<file path="config.mk">
export PLATFORM = sky130hd
export DESIGN_NAME = shift_add_multiplier
export DESIGN_NICKNAME = d
export VERILOG_FILES = /design/src/rtl/shift_add_multiplier_pkg.sv /design/src/rtl/shift_add_multiplier_add_stage.sv /design/src/rtl/shift_add_multiplier.sv
export SDC_FILE = /design/constraint.sdc
export NUM_CORES = 1
export LEC_CHECK = 0
export ABC_AREA = 1
export ABC_CLOCK_PERIOD_IN_PS = 4200
export CELL_PAD_IN_SITES_DETAIL_PLACEMENT = 0
export CELL_PAD_IN_SITES_GLOBAL_PLACEMENT = 2
export CORE_MARGIN = 4
export CORE_UTILIZATION = 29
export CTS_BUF_LIST = sky130_fd_sc_hd__clkbuf_8 sky130_fd_sc_hd__clkbuf_16
export CTS_CLUSTER_SIZE = 10
export DETAILED_ROUTE_END_ITERATION = 6
export PLACE_DENSITY = 0.78
export SLEW_MARGIN = 20
export SYNTH_ARGS = -nofsm -noshare
export SYNTH_HDL_FRONTEND = slang
export SYNTH_SLANG_ARGS = --single-unit
</file>
<file path="constraint.sdc">
create_clock -name clk -period 4.2 [get_ports clk]
set_input_delay 0.63 -clock clk [delete_from_list [all_inputs] [get_ports clk]]
set_output_delay 0.63 -clock clk [all_outputs]
set_load 0.1 [all_outputs]
</file>
<file path="src/rtl/shift_add_multiplier_pkg.sv">
// Shared types and constants for the shift-and-add multiplier.
// Holds the FSM state encoding and the default operand width.
package shift_add_multiplier_pkg;

   localparam int DEFAULT_WIDTH = 8;

   typedef enum logic [1:0] {
      ST_IDLE = 2'd0,
      ST_CALC = 2'd1,
      ST_DONE = 2'd2
   } state_t;

endpackage

</file>
<file path="src/rtl/shift_add_multiplier_add_stage.sv">
// Combinational ripple-carry adder used for each partial-product step.
// Its carry-out is the C bit of the {C,A,Q} shift register.
module mul_add_stage
   import shift_add_multiplier_pkg::*;
#(
   parameter int WIDTH = DEFAULT_WIDTH
) (
   input  logic [WIDTH-1:0] a,
   input  logic [WIDTH-1:0] m,
   input  logic             cin,
   output logic [WIDTH-1:0] sum,
   output logic             cout
);

   logic [WIDTH:0] carry;

   assign carry[0] = cin;

   for (genvar i = 0; i < WIDTH; i++) begin : g_bit
      assign sum[i]       = a[i] ^ m[i] ^ carry[i];
      assign carry[i+1]   = (a[i] & m[i]) | (carry[i] & (a[i] ^ m[i]));
   end

   assign cout = carry[WIDTH];

endmodule

</file>
<file path="src/rtl/shift_add_multiplier.sv">
// Sequential unsigned multiplier: one conditional add plus right shift of
// {C,A,Q} per cycle, WIDTH steps, then the product is published in DONE.
module shift_add_multiplier
   import shift_add_multiplier_pkg::*;
#(
   parameter int WIDTH = DEFAULT_WIDTH
) (
   input  logic               clk,
   input  logic               rst,
   input  logic               start,
   input  logic [WIDTH-1:0]   multiplicand,
   input  logic [WIDTH-1:0]   multiplier,
   output logic               busy,
   output logic               done,
   output logic [2*WIDTH-1:0] product,
   output logic [1:0]         state
);

   localparam int CW = $clog2(WIDTH + 1);

   state_t           st;
   logic [WIDTH-1:0] a;
   logic [WIDTH-1:0] q;
   logic [WIDTH-1:0] m;
   logic [CW-1:0]    count;

   logic [WIDTH-1:0] sum;
   logic             cout;
   logic [WIDTH-1:0] add_a;
   logic             add_c;

   mul_add_stage #(.WIDTH(WIDTH)) u_add_stage (
      .a    (a),
      .m    (m),
      .cin  (1'b0),
      .sum  (sum),
      .cout (cout)
   );

   // C exists only between the add and the shift: it becomes A's new MSB.
   always_comb begin
      add_a = a;
      add_c = 1'b0;
      if (q[0]) begin
         add_a = sum;
         add_c = cout;
      end
   end

   assign state = st;

   always_ff @(posedge clk) begin
      if (rst) begin
         st      <= ST_IDLE;
         a       <= '0;
         q       <= '0;
         m       <= '0;
         count   <= '0;
         busy    <= 1'b0;
         done    <= 1'b0;
         product <= '0;
      end else begin
         done <= 1'b0;
         case (st)
            ST_IDLE: begin
               if (start) begin
                  m     <= multiplicand;
                  q     <= multiplier;
                  a     <= '0;
                  count <= CW'(WIDTH);
                  busy  <= 1'b1;
                  st    <= ST_CALC;
               end
            end
            ST_CALC: begin
               a     <= {add_c, add_a[WIDTH-1:1]};
               q     <= {add_a[0], q[WIDTH-1:1]};
               count <= count - CW'(1);
               if (count == CW'(1)) begin
                  st <= ST_DONE;
               end
            end
            ST_DONE: begin
               product <= {a, q};
               done    <= 1'b1;
               busy    <= 1'b0;
               st      <= ST_IDLE;
            end
            default: begin
               st   <= ST_IDLE;
               busy <= 1'b0;
            end
         endcase
      end
   end

endmodule
</file>
* Yosys cells after proc, flatten, opt, wreduce, memory -nomap -nowiden
Cells that the tools add are included.
** Word-level totals
- Register bits :: 48
- Input port bits :: 19
- Output and inout bits :: 20
- Logic and storage cells :: 72
** Cells by class
- Add/sub/neg operators :: 1
- Eq/ne operators :: 5
- Muxes and demuxes :: 14
- Bitwise operators :: 38
- Reduce and logical (&&, ||, !) cells :: 6
** Operator list (number)
- 8-bit one-hot mux with 2 select lines :: 2
- 8-bit 2-to-1 mux :: 3
- 1-bit AND :: 15
- 1-bit bitwise XOR :: 15
- 4-bit one-hot mux with 2 select lines :: 1
- 2-bit AND reduction :: 4
- 1-bit bitwise OR :: 7
- 4-bit by 1-bit equality test with 1-bit output, second input constant :: 1
- 2-bit 2-to-1 mux :: 2
- 4-bit 2-to-1 mux :: 1
- 2-bit != test, second input constant :: 2
- 2-bit one-hot mux with 2 select lines :: 1
- 4-bit by 1-bit subtractor with 4-bit output, second input constant :: 1
- 1-bit 2-to-1 mux :: 3
- 2-bit by 1-bit equality test with 1-bit output, second input constant :: 1
- 2-bit equality test, second input constant :: 1
- 2-bit logical NOT :: 1
- 1-bit one-hot mux with 2 select lines :: 1
- 2-bit nonzero test :: 1
- 1-bit inverter :: 1

* Logic depth before layout (Yosys ltp)
- Depth in word-level cells :: 17
- Gate-level depth with buffers :: 14
- Gate-level depth less buffers :: 14

* Modules after synthesis
A second synthesis with hierarchy kept.
** Unflattened totals
- Cell total of the unflattened synthesis :: 291
- Area total of the unflattened synthesis :: 2178.3 um^2
** Modules (own cells, without submodules)
- shift_add_multiplier :: times used 1, cells an instance 273, area each 1980.6 um^2, seq. area each 960.9 um^2
- mul_add_stage :: times used 1, cells an instance 18, area each 197.7 um^2, seq. area each 0.0 um^2

* Worst setup path before layout
Ideal clock, no wire load.
- Kind :: register -> register
- From :: register a[0]
- To :: register a[6]
- Setup time :: 71 ps
- Data arrival time :: 3358 ps
- Required time :: 4129 ps
- Slack :: 771 ps
- Stages on the path, launching flop included :: 15
- Buffers on the path :: 0
- Clock period less this slack :: 3429 ps
- Path through :: dfxtp_1 > ha_1 > fa_1 > fa_1 > fa_1 > fa_1 > fa_1 > inv_1 > fa_1 > inv_1 > fa_1 > nand2_1 > o21ai_0 > nand2_1 > a21oi_1
** Between the ends
- Cells in the longest elaborated chain, start to end :: 16
** RTL lines
- from (decl) :: RTL line shift_add_multiplier.sv:22 : logic [WIDTH-1:0] a;
- from (signal assigned) :: RTL line shift_add_multiplier.sv:76 : a <= {add_c, add_a[WIDTH-1:1]};
- 1-bit AND (2 in series) :: RTL line shift_add_multiplier_add_stage.sv:21 : assign carry[i+1] = (a[i] & m[i]) | (carry[i] & (a[i] ^ m[i]));
- 1-bit bitwise OR :: RTL line shift_add_multiplier_add_stage.sv:21
- 1-bit AND :: RTL line shift_add_multiplier_add_stage.sv:21
- 1-bit bitwise OR :: RTL line shift_add_multiplier_add_stage.sv:21
- 1-bit AND :: RTL line shift_add_multiplier_add_stage.sv:21
- 1-bit bitwise OR :: RTL line shift_add_multiplier_add_stage.sv:21
- 1-bit AND :: RTL line shift_add_multiplier_add_stage.sv:21
- 1-bit bitwise OR :: RTL line shift_add_multiplier_add_stage.sv:21
- 1-bit AND :: RTL line shift_add_multiplier_add_stage.sv:21
- 1-bit bitwise OR :: RTL line shift_add_multiplier_add_stage.sv:21
- 1-bit AND :: RTL line shift_add_multiplier_add_stage.sv:21
- 1-bit bitwise OR :: RTL line shift_add_multiplier_add_stage.sv:21
- 1-bit bitwise XOR :: RTL line shift_add_multiplier_add_stage.sv:20 : assign sum[i] = a[i] ^ m[i] ^ carry[i];
- 8-bit 2-to-1 mux :: RTL line shift_add_multiplier.sv:44 : if (q[0]) begin
- 8-bit one-hot mux with 2 select lines :: RTL line shift_add_multiplier.sv:64 : case (st)
No other way between the ends.
A chain may end at the register's enable or synchronous reset.

* Final worst setup path
Ends and elaborated chain as after synthesis.

==> out/qor.json <==
{
  "path_cells": "ha_1, fa_1, fa_1, fa_1, fa_1, fa_1, inv_1, fa_1, inv_1, fa_1, nand2_1, o21ai_0, nand2_1, a21oi_1",
  "clock_sinks": 48,
  "numCtsBuffers": 5,
  "hold_path.startpoint": "a[6]$_SDFFE_PP0P_",
  "timing.critical_path.arrival_ns": 3.83,
  "cpMostUsedCell": "sky130_fd_sc_hd__fa_1",
  "intPower_uw": 637,
  "initial_core_utilization_pct": 29.6,
  "hpwl_um": 3420,
  "overflow": 0,
  "drt-total-wl_um": 5010,
  "insertedDiodeCount": 0,
  "antenna_found_initial": 0,
  "drc": 0,
  "yosysUniqueCellTypes": 20,
  "design.die.area_um2": 8810,
  "power.density_cell_area_nw_per_um2": 343,
  "worst_hold_endpoint": "a[6]$_SDFFE_PP0P_",
  "switching_share_pct": 29.3,
  "replace_congestion": 0.698,
  "most_frequent_cells_in_the_layout": "sky130_fd_sc_hd__nand2_1 (59), sky130_fd_sc_hd__nor2_1 (52), sky130_fd_sc_hd__dfxtp_1 (48)",
  "gr-usage-all-layers_pct": 11.9,
  "layout-drive-gt1-share_pct": 3.82,
  "timing.final.max_slew_violations": 0,
  "multiInputGateArea_um2": 978,
  "worst_ep_required_time_ns": 4.43,
  "synth.avg_cell_area_um2": 7.55,
  "rr_worst_depth": 14,
  "ys_seq_elements": 48,
  "synth_nets": 312,
  "drt-pass1-iter-count": 4,
  "cts_hold_repair.buffers": 0,
  "worst_skew_late_latency_ns": 0.29,
  "core_rows": 31,
  "worst_hold_path.num_cells": 2,
  "drtAntennaViolNets": 0,
  "grt_start_max_net_pins": 28,
  "sequential_cell_area_um2": 961,
  "grt_first_pass_wirelength_um": 8340,
  "clock_power_share_pct": 27.8,
  "ys_seq_area_share_pct": 45.0,
  "clk_transition_reported_paths_ns": 0.08,
  "wl_per_cell_um": 12.1,
  "tightestPinTransition_ns": 0.982,
  "synthToLayoutAreaGrowth_pct": 23.0,
  "timing.setup.tns_ns": 0,
  "grt_pass1_vias": 1681,
  "area_after_detailed_placement_um2": 2560,
  "layout_worst_path_cycle_share_pct": 85.6,
  "setup_viol": 0,
  "finalInstanceArea_um2": 2630,
  "clock.fmax_mhz": 278,
  "finalWorstPathRequiredPeriod_ns": 3.60,
  "core_area_um2": 7210,
  "chipWidth_um": 93.8,
  "critPathCaptureType": "flip-flop",
  "power.static_leakage_uw": 0.00112,
  "num-nets-final": 345,
  "portBuffers": 38,
  "hold_class": "flip-flop to flip-flop",
  "tritoncts": "built",
  "rsz0062_at_grt": "false",
  "setup.reg_to_reg.worst_slack_ns": 0.60,
  "ys_warn_count": 0,
  "hold_viol": 0,
  "post_cts.repair.setup_buffers": 0,
  "clock_path_buffers": 2,
  "area_of_the_mapped_netlist_um2": 2140,
  "syn-instance-count": 283,
  "path_class": "flip-flop to flip-flop",
  "floorplan.io_pins": 39,
  "startpoint_type": "flip-flop",
  "pwr-share-seq_pct": 55.3,
  "timing.critical_path.max_delay_family": "adder cells",
  "drv.max_cap_violation_count": 0,
  "layout.filler_cells": 771,
  "worst_slew_margin_rel_pct": 34.3,
  "share_comb_of_total_power_pct": 17.0,
  "result_of_the_run": "finished, final reports clean",
  "viasPerCell": 4.41,
  "fp.dieH_um": 93.8,
  "power_switching_uw": 265,
  "htree_levels": 2,
  "timing.rr.end": "a[6]$_SDFFE_PP0P_",
  "layout.cells.most_common": "sky130_fd_sc_hd__nand2_1",
  "worst_path_max_delay_cell": "sky130_fd_sc_hd__fa_1",
  "crit_path_max_incr_delay_ns": 0.48,
  "worstReg2RegStart": "a[0]$_SDFFE_PP0P_",
  "critPathMaxFanout": 4,
  "peakVddDrop_mv": 0.120,
  "cts.root.buffer_cell": "sky130_fd_sc_hd__clkbuf_8",
  "drtIter0Drc": 98,
  "timing.critical_path.buf_inv": 2,
  "clock-skew-final_ns": 0.00283,
  "postCtsResizedCells": 0,
  "route.vias.total": 1820
}
[state kept, by name, indices dropped and copies added (netlist names)]
| signal | count |
|---|---|
| product | 16 |
| a | 8 |
| m | 8 |
| q | 8 |
| count | 4 |
| state | 2 |
| busy | 1 |
| done | 1 |
[layout make-up]
class | count | area share, %
sequential | 48 | 36.6
multi-input combinational | 193 | 37.2
clock buffer | 5 | 2.62
timing repair buffer | 39 | 14.8
tap | 99 | 4.71
inverter | 29 | 4.14
[tightest hold or removal path, stage by stage (launching register included)]
cell and delay (ns):
sky130_fd_sc_hd__dfxtp_1 0.32, sky130_fd_sc_hd__nand2_1 0.06, sky130_fd_sc_hd__a21oi_1 0.05
[power by group through the flow]
stage	Clock [uW]	Combinational, uW	Sequential, uW
after floorplan	0	83.0	536
after global placement	0	155	509
after detailed placement	0	155	510
after CTS	264	155	499
after global routing	278	172	503
final	251	153	498
[logic make-up after synthesis]
group | Yosys count | share of synthesized area, %
DFF | 48 | 45.0
buffers and inverters | 42 | 9.25
adders and majority gates | 10 | 8.31
and+or+nand+nor | 128 | 24.4
AOI/OAI and AO/OA | 55 | 13.1
[how the worst max path moves through the flow]
stage                       from                 to  slack [ns]  cells past startpoint
2_1_floorplan  a[0]$_SDFFE_PP0P_  a[6]$_SDFFE_PP0P_        0.77                     14
3_3_place_gp   a[0]$_SDFFE_PP0P_  a[6]$_SDFFE_PP0P_        0.66                     14
3_5_place_dp   a[0]$_SDFFE_PP0P_  a[6]$_SDFFE_PP0P_        0.63                     14
4_1_cts        a[0]$_SDFFE_PP0P_  a[6]$_SDFFE_PP0P_        0.60                     14
5_1_grt        a[0]$_SDFFE_PP0P_  a[6]$_SDFFE_PP0P_        0.45                     14
6_report       a[0]$_SDFFE_PP0P_  a[6]$_SDFFE_PP0P_        0.60                     14
[through the flow]
step | hold WS [ns] | power [uW] | setup WS (ns) | cells | utilization (%)
6_report | 0.470 | 902 | 0.605 | 413 | 36.4
5_1_grt | 0.488 | 953 | 0.446 | 413 | 36.4
4_1_cts | 0.470 | 918 | 0.604 | 413 | 36.4
3_5_place_dp | 0.457 | 664 | 0.627 | 408 | 35.5
3_3_place_gp | 0.457 | 664 | 0.662 | 408 | 35.5
2_1_floorplan | 0.443 | 619 | 0.771 | 283 | -
[metal layers]
metal	GRT usage (%)	vias to the layer above	wire length [um]
met1	17.0	835	2650
met3	2.88	5	235
met5	0	-	0
li1	-	946	-
met2	18.1	34	2070
met4	2.89	0	60
[synthesized netlist by cell type]
cell type,n,area share [%]
sky130_fd_sc_hd__nor2_4,3,1.6
sky130_fd_sc_hd__nor2_1,52,9.1
sky130_fd_sc_hd__buf_4,2,0.70
sky130_fd_sc_hd__a21oi_1,23,5.4
sky130_fd_sc_hd__nand4_1,1,0.29
sky130_fd_sc_hd__inv_2,2,0.35
sky130_fd_sc_hd__dfxtp_1,48,45
sky130_fd_sc_hd__nand3_1,11,2.6
sky130_fd_sc_hd__o21ai_1,2,0.47
sky130_fd_sc_hd__ha_1,3,1.8
sky130_fd_sc_hd__o21ai_2,1,0.41
sky130_fd_sc_hd__fa_1,7,6.6
sky130_fd_sc_hd__inv_1,27,4.7
sky130_fd_sc_hd__buf_6,4,2.1
sky130_fd_sc_hd__o21ai_0,29,6.8
sky130_fd_sc_hd__nand2_1,59,10
sky130_fd_sc_hd__buf_1,2,0.35
sky130_fd_sc_hd__buf_2,2,0.47
sky130_fd_sc_hd__nor3_1,2,0.47
sky130_fd_sc_hd__clkbuf_1,3,0.53
Note: power is estimated with default switching activity, not from simulation.
